$ cat config.mk
export PLATFORM = sky130hd
export DESIGN_NAME = mips_prog_loader
export DESIGN_NICKNAME = d
export VERILOG_FILES = /design/src/rtl/mips_prog_loader.sv
export SDC_FILE = /design/constraint.sdc
export NUM_CORES = 1
export LEC_CHECK = 0
export ABC_AREA = 1
export ABC_CLOCK_PERIOD_IN_PS = 2900
export CORE_UTILIZATION = 64
export CTS_CLUSTER_SIZE = 24
export DETAILED_ROUTE_END_ITERATION = 12
export DONT_BUFFER_PORTS = 1
export PLACE_DENSITY_LB_ADDON = 0.05
export SLEW_MARGIN = 15
export SYNTH_ARGS = -nofsm -noshare
export SYNTH_HDL_FRONTEND = slang
export SYNTH_SLANG_ARGS = --single-unit
$ cat constraint.sdc
create_clock -name clk1 -period 2.9 [get_ports clk1]
set_input_delay 0.725 -clock clk1 [delete_from_list [all_inputs] [get_ports clk1]]
set_output_delay 0.725 -clock clk1 [all_outputs]
set_load 0.01 [all_outputs]
$ cat src/rtl/mips_prog_loader.sv
// Framed byte-stream loader for the pipelined MIPS32 core.
// Writes words into unified memory, then releases the core at the frame base.
module mips_prog_loader #(
  parameter int         ADDR_W    = 10,
  parameter logic [7:0] SYNC_BYTE = 8'hA5
) (
  input  logic              clk1,
  input  logic              rst_n,
  input  logic [7:0]        in_data,
  input  logic              in_valid,
  output logic              in_ready,
  output logic              mem_we,
  output logic [ADDR_W-1:0] mem_addr,
  output logic [31:0]       mem_wdata,
  output logic              cpu_hold,
  output logic              cpu_start,
  output logic [ADDR_W-1:0] pc_init,
  output logic              err,
  output logic [15:0]       words_loaded
);

  typedef enum logic [3:0] {
    IDLE,
    BASE_HI,
    BASE_LO,
    CNT_HI,
    CNT_LO,
    DATA,
    START,
    RUN,
    FAIL
  } state_t;

  localparam logic [16:0] MEM_WORDS = 17'(1) << ADDR_W;
  localparam logic [ADDR_W-1:0] ADDR_ONE =
    {{(ADDR_W-1){1'b0}}, 1'b1};

  state_t            state_q, state_n;
  logic [7:0]        base_hi_q, base_hi_n;
  logic [ADDR_W-1:0] base_q, base_n;
  logic [7:0]        cnt_hi_q, cnt_hi_n;
  logic [15:0]       cnt_q, cnt_n;
  logic [ADDR_W-1:0] addr_q, addr_n;
  logic [23:0]       buf_q, buf_n;
  logic [1:0]        idx_q, idx_n;

  logic              in_ready_n;
  logic              mem_we_n;
  logic [ADDR_W-1:0] mem_addr_n;
  logic [31:0]       mem_wdata_n;
  logic              cpu_hold_n;
  logic              cpu_start_n;
  logic [ADDR_W-1:0] pc_init_n;
  logic              err_n;
  logic [15:0]       wl_n;

  logic              acc;
  logic              is_sync;
  logic [15:0]       cnt_w;
  logic [16:0]       span;
  logic [31:0]       word_w;

  assign acc     = in_valid && in_ready;
  assign is_sync = (in_data == SYNC_BYTE);
  assign cnt_w   = {cnt_hi_q, in_data};
  assign span    = 17'(base_q) + 17'(cnt_w);
  assign word_w  = {buf_q, in_data};

  always_comb begin
    state_n     = state_q;
    base_hi_n   = base_hi_q;
    base_n      = base_q;
    cnt_hi_n    = cnt_hi_q;
    cnt_n       = cnt_q;
    addr_n      = addr_q;
    buf_n       = buf_q;
    idx_n       = idx_q;
    mem_we_n    = 1'b0;
    mem_addr_n  = mem_addr;
    mem_wdata_n = mem_wdata;
    err_n       = err;
    wl_n        = words_loaded;

    unique case (state_q)
      IDLE, RUN, FAIL: begin
        if (acc && is_sync) begin
          state_n = BASE_HI;
          err_n   = 1'b0;
          wl_n    = 16'd0;
        end
      end
      BASE_HI: begin
        if (acc) begin
          base_hi_n = in_data;
          state_n   = BASE_LO;
        end
      end
      BASE_LO: begin
        if (acc) begin
          base_n  = ADDR_W'({base_hi_q, in_data});
          state_n = CNT_HI;
        end
      end
      CNT_HI: begin
        if (acc) begin
          cnt_hi_n = in_data;
          state_n  = CNT_LO;
        end
      end
      CNT_LO: begin
        if (acc) begin
          cnt_n = cnt_w;
          // Reject frames that would run past the top of memory.
          if (span > MEM_WORDS) begin
            err_n   = 1'b1;
            state_n = FAIL;
          end else if (cnt_w == 16'd0) begin
            state_n = START;
          end else begin
            addr_n  = base_q;
            idx_n   = 2'd0;
            state_n = DATA;
          end
        end
      end
      DATA: begin
        // Hold off START until the last write strobe has been seen.
        if (mem_we && (words_loaded == cnt_q)) begin
          state_n = START;
        end else if (acc) begin
          if (idx_q == 2'd3) begin
            mem_we_n    = 1'b1;
            mem_addr_n  = addr_q;
            mem_wdata_n = word_w;
            addr_n      = addr_q + ADDR_ONE;
            wl_n        = words_loaded + 16'd1;
            idx_n       = 2'd0;
          end else begin
            buf_n = {buf_q[15:0], in_data};
            idx_n = idx_q + 2'd1;
          end
        end
      end
      START: begin
        state_n = RUN;
      end
      default: begin
        state_n = IDLE;
      end
    endcase

    in_ready_n  = (state_n != START);
    cpu_start_n = (state_n == START);
    cpu_hold_n  = !((state_n == START) || (state_n == RUN));
    pc_init_n   = (state_n == START) ? base_q : pc_init;
  end

  always_ff @(posedge clk1 or negedge rst_n) begin
    if (!rst_n) begin
      state_q   <= IDLE;
      base_hi_q <= '0;
      base_q    <= '0;
      cnt_hi_q  <= '0;
      cnt_q     <= '0;
      addr_q    <= '0;
      buf_q     <= '0;
      idx_q     <= '0;
    end else begin
      state_q   <= state_n;
      base_hi_q <= base_hi_n;
      base_q    <= base_n;
      cnt_hi_q  <= cnt_hi_n;
      cnt_q     <= cnt_n;
      addr_q    <= addr_n;
      buf_q     <= buf_n;
      idx_q     <= idx_n;
    end
  end

  always_ff @(posedge clk1 or negedge rst_n) begin
    if (!rst_n) begin
      in_ready     <= 1'b0;
      mem_we       <= 1'b0;
      mem_addr     <= '0;
      mem_wdata    <= '0;
      cpu_hold     <= 1'b1;
      cpu_start    <= 1'b0;
      pc_init      <= '0;
      err          <= 1'b0;
      words_loaded <= '0;
    end else begin
      in_ready     <= in_ready_n;
      mem_we       <= mem_we_n;
      mem_addr     <= mem_addr_n;
      mem_wdata    <= mem_wdata_n;
      cpu_hold     <= cpu_hold_n;
      cpu_start    <= cpu_start_n;
      pc_init      <= pc_init_n;
      err          <= err_n;
      words_loaded <= wl_n;
    end
  end

endmodule

==> impl_metrics.yaml <==
run_status:
  outcome: "finished with violations"
  violations: "negative hold slack"
synthesis:
  ys_warn_count: 0
  synth_edf_count: 0
  ys_seq_area_frac: 0.492
  async_flop_share: 1.00
  netlist_area_sq_mm: 0.00758
  synthSimpleGateAreaFrac: 0.272
  synth_top_family_by_area: "simple AND/OR/NAND/NOR gates"
  syn_area_per_cell_sq_um: 8.03
  synth_nets: 969
  syn_inst: 944
  synth_compound_area_frac: 0.104
  synth-seq-cells: 149
  ys_types: 42
  ys.flop_type: "dfrtp_1"
  synth_xor_area_frac: 0.0254
  yosys-mux-area-fraction: 0.00793
  synth_fa_ha_area_frac: 0.0241
layout:
  layout_common_cells: "nand2_1 (302), dfrtp_1 (147), o21ai_0 (100)"
  final_common_cell: "nand2_1"
  area_growth_pct: 9.73
  diodes: 0
  fin_util: 0.725
  layout-drive-gt1-share: 0.0995
  finalNetCount: 977
  finalInstanceArea_sq_mm: 0.00831
  final_cells: 1108
die:
  io_pins: 84
  num_rows: 39
  core_region_area_sq_mm: 0.0115
  die_height_um: 111
  start_util: 0.661
  dieArea_sq_mm: 0.0123
  die-width_um: 111
detailed_routing:
  drt.antenna.violating_nets: 0
  via_per_inst: 5.76
  drcViolationCount: 0
  wl_per_cell_um: 16.8
  via_count: 6379
  totalWireLength_um: 18700
  drt-initial-drc-count: 648
  firstDrtPassIters: 5
global_routing:
  met1_usage: 0.431
  grtUsageMet3: 0.0853
  grt_pass1_vias: 6118
  busiest_layer: "met2"
  antenna_found_initial: 0
  track_usage: 0.320
  met2_usage: 0.496
  globalRouteOverflowTotal: 0
  grt_pass1_wl_um: 30600
  grt_max_degree: 150
cts:
  cts_buffers: 17
  clock_latency_ps: 430
  clkTransAtPathRegs_ps: 60
  cts_tree: "built"
  htree_levels: 4
  clock-sinks: 149
  postCtsSetupRepairBufs: 0
  cts_max_path_buffers: 2
  root_buffer: "clkbuf_16"
worst_setup_path:
  critPathMaxFanout: 10
  worstSetupStartpointType: "flop"
  crit_type: "reg2reg"
  critPathArrivalTime_ps: 3020
  crit_required_ps: 3270
  cp-end-kind: "flop"
timing:
  hold_slack_ps: -9.43
  setup_viol: 0
  finalHoldViolCount: 11
  finalSetupTns_ps: 0
  tightest_slew_ps: 609
  layout_setup_ws_ps: 243
  post-route-period-util: 0.916
  skew_ps: 6.71
  rsz0062_at_grt: "false"
  fmax_mhz: 376
  timing.final.crit_period_ps: 2660
  slew_headroom: 0.591
  maxSlewViolCount: 0
run:
  maxCapViolCount: 0
placement:
  place_ws_ps: -88.6
  placed_area_sq_mm: 0.00773
  port_buffers: 0
  dp_hpwl_um: 13600
  dp.cells: 1076
  gp_congestion: 0.983
worst_hold_path:
  min_path_type: "in2async"
power:
  power.density_mw_per_mm2: 961
  total_power_mw: 7.99
  leakagePower_nw: 4.15
  vdd_drop_max_mv: 0.709
-- synth_stat cells, drive strengths merged, types with 11 or more instances --
| master | n | area share |
|---|---|---|
| nand2 | 315 | 0.16 |
| dfrtp | 148 | 0.49 |
| o21ai | 113 | 0.075 |
| inv | 106 | 0.053 |
| nor2 | 52 | 0.030 |
| nand3 | 45 | 0.033 |
| nand4 | 30 | 0.025 |
| xor2 | 21 | 0.024 |
| buf | 19 | 0.016 |
| nor3 | 16 | 0.011 |
| a21oi | 13 | 0.0096 |
| ha | 13 | 0.021 |
| clkbuf | 11 | 0.0056 |
| o31ai | 11 | 0.011 |
-- worst max-delay path, cell delays in order, from the launching register on --
cell and delay [ps]:
dfrtp_2 450, ha_1 230, fa_2 380, nand3_1 100
nand3_1 130, nand2_1 110, nand2_1 50, nand2_1 60
nand2_1 50, nor2_1 80, nand4_1 110, nand2_2 120
buf_4 120, nand3_1 90, nand2_2 120, buf_4 180
nand4_1 120, nand2_1 90
-- power breakdown --
part | switching (mW) | internal, mW
logic | 1.69 | 0.951
registers | 0.607 | 2.62
clock network | 0.920 | 1.20
total | 3.22 | 4.78
-- path summary, 6_finish.rpt --
path	start	endpoint	slack (ps)	cells after the start
max in group asynchronous	rst_n	cpu_hold	2660	0
max	base_q[0]	pc_init[4]	240	17
min reg2reg	buf_q[22]	mem_wdata[30]	480	2
min in group clk1	in_data[3]	cnt_q[3]	430	2
min	rst_n	words_loaded[11]	-9	0
max reg2reg	base_q[0]	pc_init[4]	240	17
-- metal layers --
layer | vias up | wire length [um]
li1 | 3078 | -
met5 | - | 0
met3 | 33 | 1420
met4 | 0 | 481
met2 | 244 | 8610
met1 | 3024 | 8160
-- kinds of logic after synthesis --
family / after synthesis
AOI/OAI and AO/OA: 145
xor gates and xnor gates: 22
adders and majority gates: 14
buffers and inverters: 136
DFF: 149
muxes: 6
and+or+nand+nor: 472
-- flip-flops by register name, indices dropped and copies added (netlist names), 2 cells and up --
name and cells:
addr_q 10, base_hi_q 2, base_q 10, buf_q 24, cnt_hi_q 8, cnt_q 16, idx_q 2, mem_addr 10
mem_wdata 32, pc_init 10, state_q 4, words_loaded 16
-- timing repair --
action | 4_1_cts | 5_1_grt
endpoints found under the setup margin | 0 | 20
endpoints found under the hold margin | 148 | 148
gates resized for setup | 0 | 4
-- layout make-up --
class                           instances  area (sq um)
Clock buffer                           17           425
Clock inverter                         15           148
Fill cell                             866          3150
Inverter                              106           398
Multi-Input combinational cell        659          3290
Sequential cell                       149          3730
Tap cell                              143           179
Timing Repair Buffer                   19           143
Note: power is estimated with default switching activity, not from simulation.
